===== src/rtl/pattern_scan_pkg.sv =====
// Shared types and helpers for the serial pattern scan controller.
// Holds the FSM state encoding and the pattern length legality check.
package pattern_scan_pkg;

  typedef enum logic [1:0] {
    IDLE,
    SCAN,
    DONE
  } state_t;

  localparam int LEN_W = 4;

  function automatic logic len_legal(
    input logic [LEN_W-1:0] len,
    input int               max_len = 8
  );
    return (len != '0) && (int'(len) <= max_len);
  endfunction

endpackage


===== src/rtl/pattern_match_window.sv =====
// Shift history of the serial stream plus a saturating fill counter.
// hit is combinational and reflects the history after the pending shift.
module pattern_match_window
  import pattern_scan_pkg::*;
#(
  parameter int MAX_LEN = 8
) (
  input  logic               clk,
  input  logic               rst,
  input  logic               clr,
  input  logic               shift,
  input  logic               sig,
  input  logic [MAX_LEN-1:0] pat,
  input  logic [LEN_W-1:0]   len,
  output logic               hit
);

  logic [MAX_LEN-1:0] hist;
  logic [MAX_LEN-1:0] hist_nx;
  logic [MAX_LEN-1:0] mask;
  logic [LEN_W-1:0]   seen;
  logic [LEN_W-1:0]   seen_nx;

  always_comb begin
    hist_nx = {hist[MAX_LEN-2:0], sig};
    seen_nx = seen;
    if (seen != LEN_W'(MAX_LEN))
      seen_nx = seen + LEN_W'(1);
    mask = '0;
    for (int i = 0; i < MAX_LEN; i++)
      mask[i] = (i < int'(len));
    hit = shift && (seen_nx >= len) &&
          (((hist_nx ^ pat) & mask) == '0);
  end

  always_ff @(posedge clk) begin
    if (rst || clr) begin
      hist <= '0;
      seen <= '0;
    end else if (shift) begin
      hist <= hist_nx;
      seen <= seen_nx;
    end
  end

endmodule


===== src/rtl/pattern_scan_ctrl.sv =====
// Runs one bounded pattern-detection job over the serial stream.
// Counts overlapping matches within a window of valid bits.
module pattern_scan_ctrl
  import pattern_scan_pkg::*;
#(
  parameter int MAX_LEN = 8,
  parameter int CNT_W   = 8,
  parameter int WIN_W   = 16
) (
  input  logic               clk,
  input  logic               rst,
  input  logic               start,
  input  logic [MAX_LEN-1:0] pat_in,
  input  logic [LEN_W-1:0]   len_in,
  input  logic [WIN_W-1:0]   win_in,
  input  logic               sig,
  input  logic               sig_valid,
  output logic               busy,
  output logic               done,
  output logic               err,
  output logic               match,
  output logic [CNT_W-1:0]   count,
  output logic               overflow
);

  state_t state, nxt;

  logic [MAX_LEN-1:0] pat_q;
  logic [LEN_W-1:0]   len_q;
  logic [WIN_W-1:0]   rem;
  logic               go;
  logic               legal;
  logic               clr;
  logic               shift;
  logic               last;
  logic               hit;

  assign go    = (state == IDLE) && start;
  assign legal = len_legal(len_in, MAX_LEN) && (win_in != '0);
  assign clr   = go && legal;
  assign shift = (state == SCAN) && sig_valid;
  assign last  = shift && (rem == WIN_W'(1));
  assign busy  = (state == SCAN);
  assign done  = (state == DONE);

  pattern_match_window #(
    .MAX_LEN(MAX_LEN)
  ) u_win (
    .clk  (clk),
    .rst  (rst),
    .clr  (clr),
    .shift(shift),
    .sig  (sig),
    .pat  (pat_q),
    .len  (len_q),
    .hit  (hit)
  );

  always_ff @(posedge clk) begin
    if (rst) state <= IDLE;
    else     state <= nxt;
  end

  always_comb begin
    nxt = state;
    unique case (state)
      IDLE: if (start) nxt = legal ? SCAN : DONE;
      SCAN: if (last)  nxt = DONE;
      DONE: nxt = IDLE;
      default: nxt = IDLE;
    endcase
  end

  always_ff @(posedge clk) begin
    if (rst) begin
      pat_q    <= '0;
      len_q    <= '0;
      rem      <= '0;
      count    <= '0;
      overflow <= 1'b0;
      err      <= 1'b0;
      match    <= 1'b0;
    end else begin
      match <= hit;
      if (clr) begin
        pat_q    <= pat_in;
        len_q    <= len_in;
        rem      <= win_in;
        count    <= '0;
        overflow <= 1'b0;
        err      <= 1'b0;
      end else if (go) begin
        count    <= '0;
        overflow <= 1'b0;
        err      <= 1'b1;
      end else begin
        if (shift && rem != '0)
          rem <= rem - WIN_W'(1);
        // saturate instead of wrapping; overflow records the lost match
        if (hit) begin
          if (count != '1) count <= count + CNT_W'(1);
          else             overflow <= 1'b1;
        end
      end
    end
  end

endmodule


===== config.mk =====
export PLATFORM = sky130hd
export DESIGN_NAME = pattern_scan_ctrl
export DESIGN_NICKNAME = d
export VERILOG_FILES = /design/src/rtl/pattern_scan_pkg.sv /design/src/rtl/pattern_match_window.sv /design/src/rtl/pattern_scan_ctrl.sv
export SDC_FILE = /design/constraint.sdc
export NUM_CORES = 1
export LEC_CHECK = 0
export CAP_MARGIN = 20
export CORE_AREA = 4 4 63 89
export DETAILED_ROUTE_END_ITERATION = 6
export DIE_AREA = 0 0 67 93
export HOLD_SLACK_MARGIN = 0.02
export PLACE_DENSITY = 0.85
export RECOVER_POWER = 100
export SYNTH_ARGS = -nofsm -noshare
export SYNTH_HDL_FRONTEND = slang
export SYNTH_SLANG_ARGS = --single-unit

===== constraint.sdc =====
create_clock -name clk -period 5.8 [get_ports clk]
set_clock_uncertainty 0.1 [all_clocks]
set_input_delay 0.58 -clock clk [delete_from_list [all_inputs] [get_ports clk]]
set_output_delay 0.58 -clock clk [all_outputs]
set_load 0.02 [all_outputs]

======== Word level (Yosys, flattened, before mapping) ========
Cells that the tools add are included.
operators by class
  add/subtract/negate cells ............... 3
  $lt $le $gt $ge ......................... 10
  equal/unequal tests ..................... 8
  mux-type cells .......................... 8
  bitwise operators ....................... 3
  reductions and logical operators ........ 22
operator list
  kind                   count
  $mux 16                3
  $reduce_bool 16->1     2
  $eq 16x1->1 const B    1
  $lt 3x4->1 const A     4
  $sub 16x1->16 const B  1
  $logic_and 1x1->1      9
  $add 8x1->8 const B    1
  $and 8x8->8            1
  $logic_not 8->1        1
  $lt 1x4->1 const A     2
  $lt 2x4->1 const A     2
  $ne 8x8->1 const B     1
  $reduce_and 2->1       4
  $xor 8x8->8            1
  $mux 2                 3
  $add 4x1->4 const B    1
  $ge 4x4->1             1
  $le 4x4->1 const B     1
  $mux 4                 1
  $ne 2x1->1 const B     2
  $ne 4x4->1 const B     1
  $pmux 2 s2             1
  $reduce_bool 4->1      1
  $reduce_or 3->1        1
  other kinds (8)        8
storage, ports and cells
  flip-flop bits (word level) ............. 52
  input port bits ......................... 33
  output and inout port bits .............. 13
  logic and storage cells ................. 64

======== Depth between registers and ports, before layout ========
Gate-level depths: netlist of the first run.
  depth after elaboration ................. 6
  gate-level depth with buffers ........... 12
  mapped depth without buffers ............ 12

======== Modules after synthesis ========
Synthesis of the first run repeated with hierarchy kept, for this count alone.
second synthesis, totals
  cells, all modules ...................... 315
  area total of the unflattened synthesis .. 2665.1 um^2
by module, submodules not included
  module                instances  cells an instance  area an instance (um^2)  sequential area each (um^2)
  pattern_scan_ctrl     1          233                1949.4                   820.8
  pattern_match_window  1          82                 715.7                    220.2

======== Worst setup path after synthesis of the first run ========
OpenSTA, ideal clock, no wires.
  path type ............................... register to register
  from .................................... register u_win.seen[0]
  to ...................................... register count[6]
  setup time .............................. 0.070 ns
  arrival time ............................ 2.651 ns
  required time ........................... 5.630 ns
  setup slack ............................. 2.979 ns
  stages on the path, launching flop included .. 13
  period minus slack after synthesis ...... 2.821 ns
  path through ............................ dfxtp_1 > inv_1 > ha_1 > nand2_1 > nor2_1 > xnor2_1 > ha_1 > nand2b_1 > a2111oi_0 > or4b_4 > or3b_4 > or3_1 > a21oi_1
on the way
  word-level cells in the longest chain between the ends .. 6
  elaborated cells on any way between the ends .. 7
  classes of those cells .................. add/sub: 1; order compare: 1; eq/ne: 1; mux: 1; reduce/logical: 3
RTL lines
  item                                       line                                                    text
  from (decl)                                pattern_match_window.sv:21                              logic [LEN_W-1:0] seen;
  from (signal assigned)                     pattern_match_window.sv:42                              seen <= seen_nx;
  $add 4x1->4 or $ne 4x4->1 (tied branches)  pattern_match_window.sv:28, pattern_match_window.sv:27
  $mux 4 (*)                                 pattern_match_window.sv:27                              if (seen != LEN_W'(MAX_LEN))
  $ge 4x4->1 (*)                             pattern_match_window.sv:32                              hit = shift && (seen_nx >= len) &&
  $logic_and 1x1->1 (*) (2 in a row)         pattern_match_window.sv:32
  $reduce_and 2->1 (no line) (*)             --
  to (signal assigned)                       pattern_scan_ctrl.sv:101                                if (count != '1) count <= count + CNT_W'(1);
  to (decl)                                  pattern_scan_ctrl.sv:22                                 output logic [CNT_W-1:0] count,
Every way passes the cells marked *; elsewhere a longest branch is shown, timed or not.
A chain may end at the register's enable or synchronous reset.

======== Final worst setup path of the first run ========
  from .................................... input port win_in[0]
  to ...................................... register u_win.seen[2]
on the way
  word-level cells in the longest chain between the ends .. 4
RTL lines
  item                line                        text
  from (decl)         pattern_scan_ctrl.sv:15     input logic [WIN_W-1:0] win_in,
  $reduce_bool 16->1  pattern_scan_ctrl.sv:39     assign legal = len_legal(len_in, MAX_LEN) && (win_in != '0);
  $logic_and 1x1->1   pattern_scan_ctrl.sv:39
  $logic_and 1x1->1   pattern_scan_ctrl.sv:40     assign clr = go && legal;
  $logic_or 1x1->1    pattern_match_window.sv:37  if (rst || clr) begin
Every way passes these cells.

==> results of run 1 <==
-- synthesized netlist by cell type (2+ instances only) --
cell	number	share of area, %
nand2_1	67	9.6
dfxtp_1	52	40
a21oi_1	37	7.0
nor2_1	17	2.4
clkbuf_1	15	2.1
nand3_1	14	2.7
xnor2_1	12	4.0
ha_1	10	4.8
or3_1	10	2.4
inv_1	9	1.3
a31oi_1	7	1.7
nor4_1	7	1.7
nand4_1	6	1.4
nor2b_1	5	1.2
a211oi_1	4	1.1
and2_1	4	0.95
mux2i_1	4	1.5
nor3_1	4	0.76
o211ai_1	4	1.1
o21ai_0	4	0.76
xor2_1	4	1.3
a2bb2oi_1	3	1.0
a32oi_1	3	1.0
nand4b_1	3	1.0
or4_1	3	0.86
a2111oi_0	2	0.67
o22ai_1	2	0.48
o311ai_0	2	0.67
-- state kept, by name (all words and copies together) (netlist names) --
| name | cells |
|---|---|
| rem | 16 |
| len_q | 4 |
| pat_q | 8 |
| u_win.seen | 4 |
| match | 1 |
| count | 8 |
| overflow | 1 |
| err | 1 |
| u_win.hist | 7 |
| state | 2 |
-- where the power goes --
group	internal [uW]	leakage, uW	switching (uW)
combinational	66.9	0.000664	86.8
clock	97.1	0.0000445	117
sequential	376	0.000423	17.9
total	540	0.00113	222
-- layout make-up --
cell class | instances | area [sq um]
fillers | 409 | 1567
clock inverters | 1 | 7.507
clock buffers | 7 | 86.33
well taps | 64 | 80.08
multi-input cells | 253 | 1490
inverters | 9 | 33.78
flip-flops and latches | 52 | 1041
repair buffers | 47 | 461.7
-- kinds of logic (layout without fill, tap and decap cells) --
kind of cell,Yosys count,after routing,synth area share (%)
fa+ha+maj,10,10,4.753
compound gates,73,73,17.21
simple gates,150,150,28.23
xor+xnor,16,16,5.323
buf+inv,24,64,3.422
mux,4,4,1.521
flops,52,52,39.54
-- stage by stage --
stage	worst slack (ns)	instance area (sq um)	hold slack, ns	power [uW]
floorplan	2.979	2633	0.3391	499.4
detailed placement	2.582	3122	0.3586	555.6
CTS	2.676	3216	0.3709	764.7
global placement	2.673	3122	0.3538	549.7
finish	2.167	3201	0.3716	761.3
global route	1.893	3201	0.4036	796.0
-- per-layer routing --
layer / part of all wire, % / wire length (um) / GRT usage, % / vias up
met2: 50 / 3063 / 35.52 / 90
met3: 5.2 / 316 / 3.966 / 11
li1: - / - / - / 1256
met4: 2.2 / 134 / 8.968 / 0
met5: 0 / 0 / 0 / -
met1: 42 / 2566 / 22.76 / 1175
-- tightest hold or removal path, delay by kind of cell, from the launching register on --
family	cells	cell delay (ns)
compound gates	1	0.05
flops	1	0.32
simple gates	1	0.05
-- final timing paths --
check | startpoint | to | slack, ns | cells past startpoint
worst min-delay path | pat_q[7] | pat_q[7] | 0.37 | 2
worst max-delay path | win_in[0] | u_win.seen[2] | 2.17 | 7
worst min register to register | pat_q[7] | pat_q[7] | 0.37 | 2
worst max register to register | u_win.seen[0] | count[4] | 2.30 | 12
==> reports/qor.txt, run 1 <==
Tcrit/Tclk final - 62.64%
Starting Density - 55.22%
PD cells - 237.9 nW/um^2
Synth Warn # - 0
Critical Path AT - 3.76 ns
Die ar. - 6231 sq um
num rows - 30
grt total ovfl - 0
RePlAce Congestion - 0.8739
core area - 4767 sq um
HP Class - flip-flop to flip-flop
Max Slew Vio Count - 0
vias in the first global route - 2434
Mapped Avg Cell Area - 8.002 sq um
root buffer cell - clkbuf_8
number of placed instances, taps included - 425
DRC violations left - 0
CTS max path bufs - 2
run status - complete, no violations
Total GRT Usage - 20.15%
WS Path Type - input port to flip-flop
largest net degree at the start of global routing - 38
fin cells - 433
RSZ-0062 raised after global routing - false
max-cap viol count - 0
hold_buf cts - 0
Seq cells post-synth - 52
PostCTS Resize Cnt - 0
CTS tree - done
H-tree depth - 2
drt pass-1 iters - 5
crit-path cells - dlygate4sd3_1 > nor4_1 > nand4_1 > nand3_1 > clkbuf_1 > nand2_1 > nor3_1
clk sinks - 52
clk slew on worst S/H paths - 0.09 ns
port bufs - 45
CP Capture Type - flip-flop
io pins - 46
share of cells above drive strength 1 - 2.710%
Mapped Area - 2633 sq um
Crit path buffers/inverters - 2
Final setup viols - 0
postcts setup bufs - 0
CP peak stage delay - 1.01 ns
most frequent cells in the layout - nand2_1 (67), dfxtp_1 (52), a21oi_1 (37), clkdlybuf4s50_1 (31), nor2_1 (17)
Synth Instances - 329
LEAKAGE - 0.001131 uW
number of synthesized flops with an enable pin - 0
Routed WL per cell - 14.04 um
CTS buffer count - 5
Final ANT Viol Nets - 0
crit-path max FO - 33
area delta synth->final - 21.58%
via/cell ratio - 5.848
aggregate routed wire length - 6080 um
CP Launch Type - input port
slew margin rel. - 7.736%
diode count - 0
Via Count - 2532
utilization after layout - 67.14%
sequential share of the synthesized area - 39.54%
initial antenna violation count - 0
setup TNS - 0 ns
slowest CP cell - clkbuf_1
Max IR drop VDD - 0.1353 mV
Primary FF master, synth - dfxtp_1
Unique masters post-synth - 43
Tmin final - 3.633 ns
height of the die - 93 um
Final nets - 411
chip width - 67 um
Post-synth ARST share - 0%
WP data required - 5.92 ns
drt initial violations - 113
syn_nets - 372
DP HPWL - 4527 um
fmax - 275.2 MHz
worst-skew pair later-pin latency - 0.31 ns
commonest non-fill, non-tap cell in the layout - nand2_1
Fin. Hold Viols - 0
first-pass GRT wire length - 10030 um
delay-heaviest family, CP - buffers and inverters
Worst Tran Pin Value - 1.384 ns
Note: power is estimated with default switching activity, not from simulation.
==> inputs of run 2 (changes only) <==
- CORE_AREA: 4 4 63 89 -> 4 4 65 91
- DIE_AREA: 0 0 67 93 -> 0 0 69 95
- PLACE_DENSITY: 0.85 -> 0.81
- clock period: 5.8 -> 3.4 ns (I/O delays scaled with it)
==> reports/qor.txt, run 2 (synthesis gave the netlist of run 1 again) <==
Routed WL per cell - 13.71 um (-2.3%)
H-tree depth - 2 (unchanged)
DP Worst Slack - 0.4058 ns (-2.176 ns)
share of cells above drive strength 1 - 4.267% (+1.6 points)
hold endpoint - pat_q[7]
core area - 5120 sq um (+7.4%)
max-cap viol count - 0 (unchanged)
postcts setup bufs - 0 (unchanged)
worst setup path start - u_win.seen[0]
Final setup viols - 0 (unchanged)
Via Count - 2499 (-1.3%)
Crit path buffers/inverters - 1 (-1)
clk sinks - 52 (unchanged)
PD cells - 402.9 nW/um^2 (+69%)
num rows - 31 (+3.3%)
drt initial violations - 97 (-14%)
Largest register FFs - 16 (unchanged)
Post-DP Area - 3169 sq um (+1.5%)
slowest CP cell - or4b_1
fmax - 323.5 MHz
CP peak stage delay - 0.57 ns (-0.44 ns)
CP Capture Type - flip-flop
area delta synth->final - 23.43%
drt pass-1 iters - 5 (unchanged)
HP Class - flip-flop to flip-flop
DRC violations left - 0 (unchanged)
Tmin final - 3.092 ns
R2R depth - 12 (unchanged)
DP HPWL - 4525 um (about the same)
combinational share of power - 20.3% (about the same)
crit-path max FO - 5 (-85%)
first-pass GRT wire length - 10230 um (+2.0%)
slew margin rel. - 53.49% (+46 points)
Psw - 397.2 uW (+79%)
port bufs - 45 (unchanged)
Seq pwr share - 51.3% (-0.4 points)
Pint - 912.0 uW (+69%)
io pins - 46 (unchanged)
Worst Tran Pin Value - 0.6913 ns (-0.6926 ns)
Starting Density - 51.42% (-3.8 points)
Critical R2R Launch - u_win.seen[0]
grt total ovfl - 0 (unchanged)
Net Sw Frac - 30.34% (+1.2 points)
setup TNS - 0 ns (unchanged)
Final WS setup - 0.3085 ns (-1.858 ns)
RR Endpoint - count[6]
via/cell ratio - 5.667 (-3.1%)
Tcrit/Tclk final - 90.93%
Critical Path AT - 3.24 ns (-0.52 ns)
largest net degree at the start of global routing - 33 (-13%)
crit-path cells - inv_1 > ha_1 > nand2_1 > nand2_1 > mux2i_1 > ha_1 > o21a_1 > o22ai_1 > or4b_1 > or3b_1 > or3_1 > a21oi_1
fin area - 3249 sq um (+1.5%)
reg2reg setup slack - 0.31 ns (-1.99 ns)
root buffer cell - clkbuf_8
CTS tree - done
Total GRT Usage - 18.71% (-1.4 points)
clock network power share - 28.4% (+0.3 points)
height of the die - 95 um (+2.2%)
delay-heaviest family, CP - simple AND/OR/NAND/NOR gates
utilization after layout - 63.47% (-3.7 points)
chip width - 69 um (+3.0%)
WS Path Type - flip-flop to flip-flop
Top Registers - rem x16, count x8, pat_q x8
PostCTS Resize Cnt - 0 (unchanged)
Top reg by flops - rem
fillers - 485 (+19%)
diode count - 0 (unchanged)
CP Launch Type - flip-flop
Max Slew Vio Count - 0 (unchanged)
clk slew on worst S/H paths - 0.10 ns (about the same)
RSZ-0062 raised after global routing - false
aggregate routed wire length - 6047 um (-0.54%)
Max IR drop VDD - 0.2207 mV (+63%)
WP data required - 3.55 ns (-2.37 ns)
vias in the first global route - 2298 (-5.6%)
Final ANT Viol Nets - 0 (unchanged)
Fin. Hold Viols - 0 (unchanged)
most frequent cells in the layout - nand2_1 (67), dfxtp_1 (52), a21oi_1 (37), clkdlybuf4s50_1 (30), nor2_1 (17)
hold path start - pat_q[7]
run status - complete, no violations
commonest non-fill, non-tap cell in the layout - nand2_1
initial antenna violation count - 0 (unchanged)
CTS max path bufs - 2 (unchanged)
worst-skew pair later-pin latency - 0.31 ns (about the same)
RePlAce Congestion - 0.8474 (-3.0%)
Die ar. - 6555 sq um (+5.2%)
LEAKAGE - 0.001162 uW (+2.7%)
CTS buffer count - 5 (unchanged)
hold_buf cts - 0 (unchanged)
Hold Path Stages - 2 (unchanged)
Final nets - 417 (+1.5%)
[run 2: layout make-up]
| type | instances | area (sq um) | share of cell area [%] |
|---|---|---|---|
| sequential | 52 | 1041 | 32.04 |
| tap | 66 | 82.58 | 2.541 |
| inverter | 9 | 33.78 | 1.040 |
| timing repair buffer | 53 | 500.5 | 15.40 |
| clock buffer | 5 | 68.82 | 2.118 |
| clock inverter | 3 | 27.53 | 0.8471 |
| multi-input combinational | 253 | 1495 | 46.01 |
[run 2: power groups by stage]
stage,clock [uW],combinational (uW),sequential [uW]
after floorplan,0,173,679
after global placement,0,267,684
after detailed placement,0,274,685
after CTS,380,275,671
after global routing,402,296,677
final,372,266,671
[run 2: worst register-to-register path, cell delays in order (launching register included)]
cell	delay, ns
dfxtp_1	0.40
inv_1	0.09
ha_1	0.20
nand2_1	0.08
nand2_1	0.05
mux2i_1	0.17
ha_1	0.21
o21a_1	0.12
o22ai_1	0.07
or4b_1	0.57
or3b_1	0.47
or3_1	0.37
a21oi_1	0.15
[run 2: how the worst max path moves through the flow]
| stage | to | slack [ns] | cells after the start |
|---|---|---|---|
| after floorplan | count[6] | 0.58 | 12 |
| after global placement | count[6] | 0.50 | 12 |
| after detailed placement | count[6] | 0.41 | 12 |
| after CTS | count[6] | 0.37 | 12 |
| after global routing | count[6] | 0.08 | 12 |
| final | count[6] | 0.31 | 12 |
[run 2: through the flow]
| stage | power (uW) | hold slack (ns) | std cells |
|---|---|---|---|
| 3_5_place_dp | 958.4 | 0.3623 | 433 |
| 5_1_grt | 1375 | 0.3989 | 441 |
| 2_1_floorplan | 852.0 | 0.3391 | 329 |
| 4_1_cts | 1326 | 0.3777 | 441 |
| 3_3_place_gp | 950.9 | 0.3553 | 433 |
| 6_report | 1309 | 0.3747 | 441 |
[run 2: per-layer routing]
| metal | GRT usage, % | up-vias | share of wire (%) |
|---|---|---|---|
| li1 | - | 1267 | - |
| met1 | 23.12 | 1158 | 45 |
| met2 | 32.48 | 62 | 48 |
| met3 | 2.982 | 12 | 4.4 |
| met4 | 7.492 | 0 | 2.6 |
| met5 | 0 | - | 0 |
==> inputs of run 3 (changes only) <==
- CELL_PAD_IN_SITES_DETAIL_PLACEMENT: unset -> 0
- CELL_PAD_IN_SITES_GLOBAL_PLACEMENT: unset -> 1
- CORE_AREA: 4 4 65 91 -> 3 3 74 104
- DIE_AREA: 0 0 69 95 -> 0 0 77 107
==> reports/qor.txt, run 3 (synthesis gave the netlist of run 1 again) <==
run status - complete, no violations
Largest register FFs - 16 (unchanged)
hold_buf cts - 0 (unchanged)
DP HPWL - 4777 um (+5.6%)
drt pass-1 iters - 4 (-1)
Design Power - 1369 uW (+4.6%)
core area - 6892 sq um (+35%)
crit-path cells - inv_1 > ha_1 > nand2_1 > nand2_1 > mux2i_1 > ha_1 > o21a_1 > o22ai_1 > or4b_4 > or3b_1 > or3_1 > a21oi_1
CP Capture Type - flip-flop
setup TNS - 0 ns (unchanged)
Hold Path Stages - 2 (unchanged)
Via Count - 2453 (-1.8%)
initial antenna violation count - 0 (unchanged)
first-pass GRT wire length - 10740 um (+5.0%)
Final nets - 416 (-0.24%)
height of the die - 107 um (+13%)
Top reg by flops - rem
crit-path max FO - 5 (unchanged)
PostCTS Resize Cnt - 0 (unchanged)
Max Slew Vio Count - 0 (unchanged)
Top Registers - rem x16, count x8, pat_q x8
RePlAce Congestion - 0.8086 (-4.6%)
Worst Tran Pin Value - 0.9160 ns (+0.2247 ns)
multi-input logic area - 1499 sq um (+0.25%)
largest net degree at the start of global routing - 33 (unchanged)
delay-heaviest family, CP - simple AND/OR/NAND/NOR gates
CP Launch Type - flip-flop
CTS tree - done
WS Path Type - flip-flop to flip-flop
Max IR drop VDD - 0.2191 mV (-0.75%)
clk slew on worst S/H paths - 0.10 ns (about the same)
share of cells above drive strength 1 - 4.545% (+0.28 points)
most frequent cells in the layout - nand2_1 (67), dfxtp_1 (52), a21oi_1 (37), clkdlybuf4s50_1 (31), nor2_1 (17)
register area - 1041 sq um (unchanged)
HP Class - flip-flop to flip-flop
Routed WL per cell - 13.66 um (-0.39%)
fillers - 699 (+44%)
Die ar. - 8239 sq um (+26%)
DRC violations left - 0 (unchanged)
CP peak stage delay - 0.54 ns (-0.03 ns)
RSZ-0062 raised after global routing - false
fmax - 326.0 MHz (+0.77%)
Fin. Hold Viols - 0 (unchanged)
Final setup viols - 0 (unchanged)
vias in the first global route - 2340 (+1.8%)
io pins - 46 (unchanged)
num rows - 36 (+16%)
slew margin rel. - 38.93% (-15 points)
final hold slack - 0.3720 ns (-0.002712 ns)
chip width - 77 um (+12%)
drt initial violations - 115 (+19%)
slowest CP cell - or4b_4
aggregate routed wire length - 6406 um (+5.9%)
CTS max path bufs - 2 (unchanged)
number of placed instances, taps included - 461 (+6.5%)
Total GRT Usage - 15.86% (-2.9 points)
PD cells - 414.9 nW/um^2 (+3.0%)
worst-skew pair later-pin latency - 0.30 ns (about the same)
root buffer cell - clkbuf_8
Final ANT Viol Nets - 0 (unchanged)
WP data required - 3.54 ns (about the same)
Starting Density - 38.20% (-13 points)
diode count - 0 (unchanged)
R2R depth - 12 (unchanged)
commonest non-fill, non-tap cell in the layout - nand2_1
Crit path buffers/inverters - 1 (unchanged)
LEAKAGE - 0.001175 uW (+1.1%)
Critical Path AT - 3.21 ns (-0.03 ns)
grt total ovfl - 0 (unchanged)
Tmin final - 3.068 ns (-0.02369 ns)
Tcrit/Tclk final - 90.23% (-0.70 points)
max-cap viol count - 0 (unchanged)
clk sinks - 52 (unchanged)
fin cells - 469 (+6.3%)
port bufs - 45 (unchanged)
H-tree depth - 2 (unchanged)
CTS buffer count - 5 (unchanged)
via/cell ratio - 5.230 (-7.7%)
postcts setup bufs - 0 (unchanged)
area delta synth->final - 25.38%
Worst path depth - 12 (unchanged)
## run 3: tightest hold or removal path: stages (launching register included)
cell	delay [ns]
dfxtp_1	0.34
nor2_1	0.04
nor2_1	0.06
## run 3: power by group
group          switching, uW  total [uW]  internal (uW)  leakage (uW)
clock network            207         426            219     0.0000552
logic                    148         272            124      0.000697
registers               30.1         671            641      0.000423
total                    385        1370            984       0.00118
## run 3: per-stage QoR
stage | setup WS [ns] | cell area (sq um) | util [%]
final | 0.3322 | 3301 | 47.89
after global placement | 0.4765 | 3198 | 46.41
after global routing | 0.08184 | 3301 | 47.89
after detailed placement | 0.3812 | 3198 | 46.41
after floorplan | 0.5789 | 2633 | -
after CTS | 0.3648 | 3306 | 47.97
## run 3: path summary, 6_finish.rpt
check | from | to | slack [ns]
max reg2reg | u_win.seen[0] | count[6] | 0.33
max | u_win.seen[0] | count[6] | 0.33
min reg2reg | err | err | 0.37
min | err | err | 0.37
## run 3: layout make-up
cell class                 count  share of cell area, %
clock buffer                   6                  2.199
tap                           95                  3.601
clock inverter                 2                  1.061
timing repair buffer          52                  15.16
inverter                       9                  1.024
multi-input combinational    253                  45.41
sequential                    52                  31.54
## run 3: layer usage
metal  GRT usage (%)  vias up  part of all wire (%)
met1           19.38     1149                    46
li1                -     1260                     -
met3           2.269        6                   2.6
met2           28.49       38                    50
met5               0        -                     0
met4           5.089        0                   1.5
==> patch (settings of run 3) <==
Re-encode `state_t` (3 states) as one-hot, 3 bits wide.
--- a/src/rtl/pattern_scan_pkg.sv
+++ b/src/rtl/pattern_scan_pkg.sv
@@ -2,10 +2,10 @@
 // Holds the FSM state encoding and the pattern length legality check.
 package pattern_scan_pkg;
 
-  typedef enum logic [1:0] {
-    IDLE,
-    SCAN,
-    DONE
+  typedef enum logic [2:0] {
+    IDLE = 3'b001,
+    SCAN = 3'b010,
+    DONE = 3'b100
   } state_t;
 
   localparam int LEN_W = 4;
Check against the original RTL: no difference found for any inputs over 4 cycles, from zero or initial values and one cycle with rst high; so few cycles prove little.
==> patch against run 3 <==
  * The flow now finishes with violations (capacitance limit, slew limit)
  * Non-clock buffer count is 1 lower
  * Synthesized area increased by 4.2%
  * Wire length rose by 6.7%
  * Clock power fell by 18%
  * Setup slack better by 0.17 ns
  * Design area rose by 1.1%
  * Die area did not move
  * Utilization grew 0.53 points
  * Sequential cell count rose by 1
  * Power is 10% lower
  * Sequential power barely moved
  * Critical endpoint is now count[5]$_SDFFE_PP0P_
  * Largest cell class unchanged
  * Largest power group unchanged
==> patch: results (changes against run 3) <==
- Status: finished, violations left
- First-pass GRT wire length: 11,500 µm (+6.6%)
- Vias in the first global route: 2,457 (+5.0%)
- Reg2reg setup slack: 0.50 ns (+0.17 ns)
- Relative slew slack: -0.0243 (-0.414)
- Max Slew Vio Count: 34 (+34)
- Max-Cap Viols: 1 (+1)
- Post-DP HPWL: 5170 µm (+8.1%)
- Global placer's final weighted congestion: 0.795 (-1.7%)
- Number of nets in the layout: 428 (+2.9%)
- Seq/Total Area, Yosys: 0.387 (-0.00858)
- Final WL: 6840 µm (+6.7%)
- Placed Cells: 473 (+2.6%)
- Slowest-stage cell, CP: or4_1
- VDD IR max: 0.000192 V (-12%)
- Non-Filler Instances: 481 (+2.6%)
- DR iter-0 viols: 91 (-21%)
- Filler Cell Count: 700 (+0.14%)
- Largest net degree at the start of global routing: 34 (+3.0%)
- Via density: 5.31 (+1.6%)
- Failing checks: capacitance limit, slew limit
- Synth top cells by count: nand2_1 (56), dfxtp_1 (53), a21oi_1 (41)
- CP peak stage delay: 0.56 ns (+0.02 ns)
- Clock group: 0.350 mW (-18%)
- Hold Path End: pat_q[0]$_SDFFE_PP0P_
- Lkg Pwr: 1.14 nW (-3.0%)
- Reg2reg path depth: 11 (-1)
- Share of layout cells above drive strength 1: 0.0518 (+0.00636)
- PwrDens: 369 nW/µm² (-11%)
- Min-delay src: pat_q[0]$_SDFFE_PP0P_
- WL met1: 2830 µm (-3.9%)
- Area contributors post-synth: dfxtp_1 (39%), nand2_1 (7.7%), a21oi_1 (7.5%)
- Met3 WL: 220 µm (+32%)
- Critical path peak fanout: 14 (+9)
patch: cell count changes in the layout (fill, tap and decap cells not counted), sizes merged, moves of 4 or more:
cell   before  now
buf         6    2
nor2       17   31
nor2b       5    0
a21oi      37   43
nand2      67   56
inv         9   15
nand3      14    9
o21ai       4   13
patch: metrics by stage:
stage / instance area (µm²) / setup WS, ns / utilization
4_1_cts: 3380 / 0.585 / 0.491
2_1_floorplan: 2740 / 0.943 / -
6_report: 3340 / 0.502 / 0.484
5_1_grt: 3340 / 0.158 / 0.484
3_5_place_dp: 3300 / 0.614 / 0.479
3_3_place_gp: 3300 / 0.691 / 0.479
patch: worst register-to-register path: cells and delay by family, from the launching register on:
kind / cells / cell delay (ns)
flip-flops: 1 / 0.37
AO/OA/AOI/OAI: 3 / 0.61
AND/OR/NAND/NOR: 4 / 1.08
buffers and inverters: 1 / 0.10
adder cells (fa/ha/maj): 2 / 0.47
XOR/XNOR: 1 / 0.13
patch: per-layer routing:
metal  vias to the layer above  GRT usage
met5                         -          0
met4                         0     0.0458
met3                         4     0.0235
met2                        54      0.335
met1                      1195      0.188
li1                       1303          -
patch: cell families after synthesis:
| logic type | count (synthesis) | synth area share |
|---|---|---|
| and+or+nand+nor | 145 | 0.267 |
| buffers and inverters | 29 | 0.0433 |
| muxes | 2 | 0.00730 |
| DFF | 53 | 0.387 |
| AOI/OAI and AO/OA | 87 | 0.202 |
| xor gates and xnor gates | 15 | 0.0479 |
| adders and majority gates | 10 | 0.0456 |
patch: layout make-up:
cell class                      count  area, µm²  area share
Inverter                           15       56.3      0.0169
Sequential cell                    53       1060       0.318
Clock inverter                      2       10.0     0.00300
Multi-Input combinational cell    259       1540       0.461
Timing Repair Buffer               51        480       0.144
Tap cell                           95        119      0.0356
Clock buffer                        6       72.6      0.0217
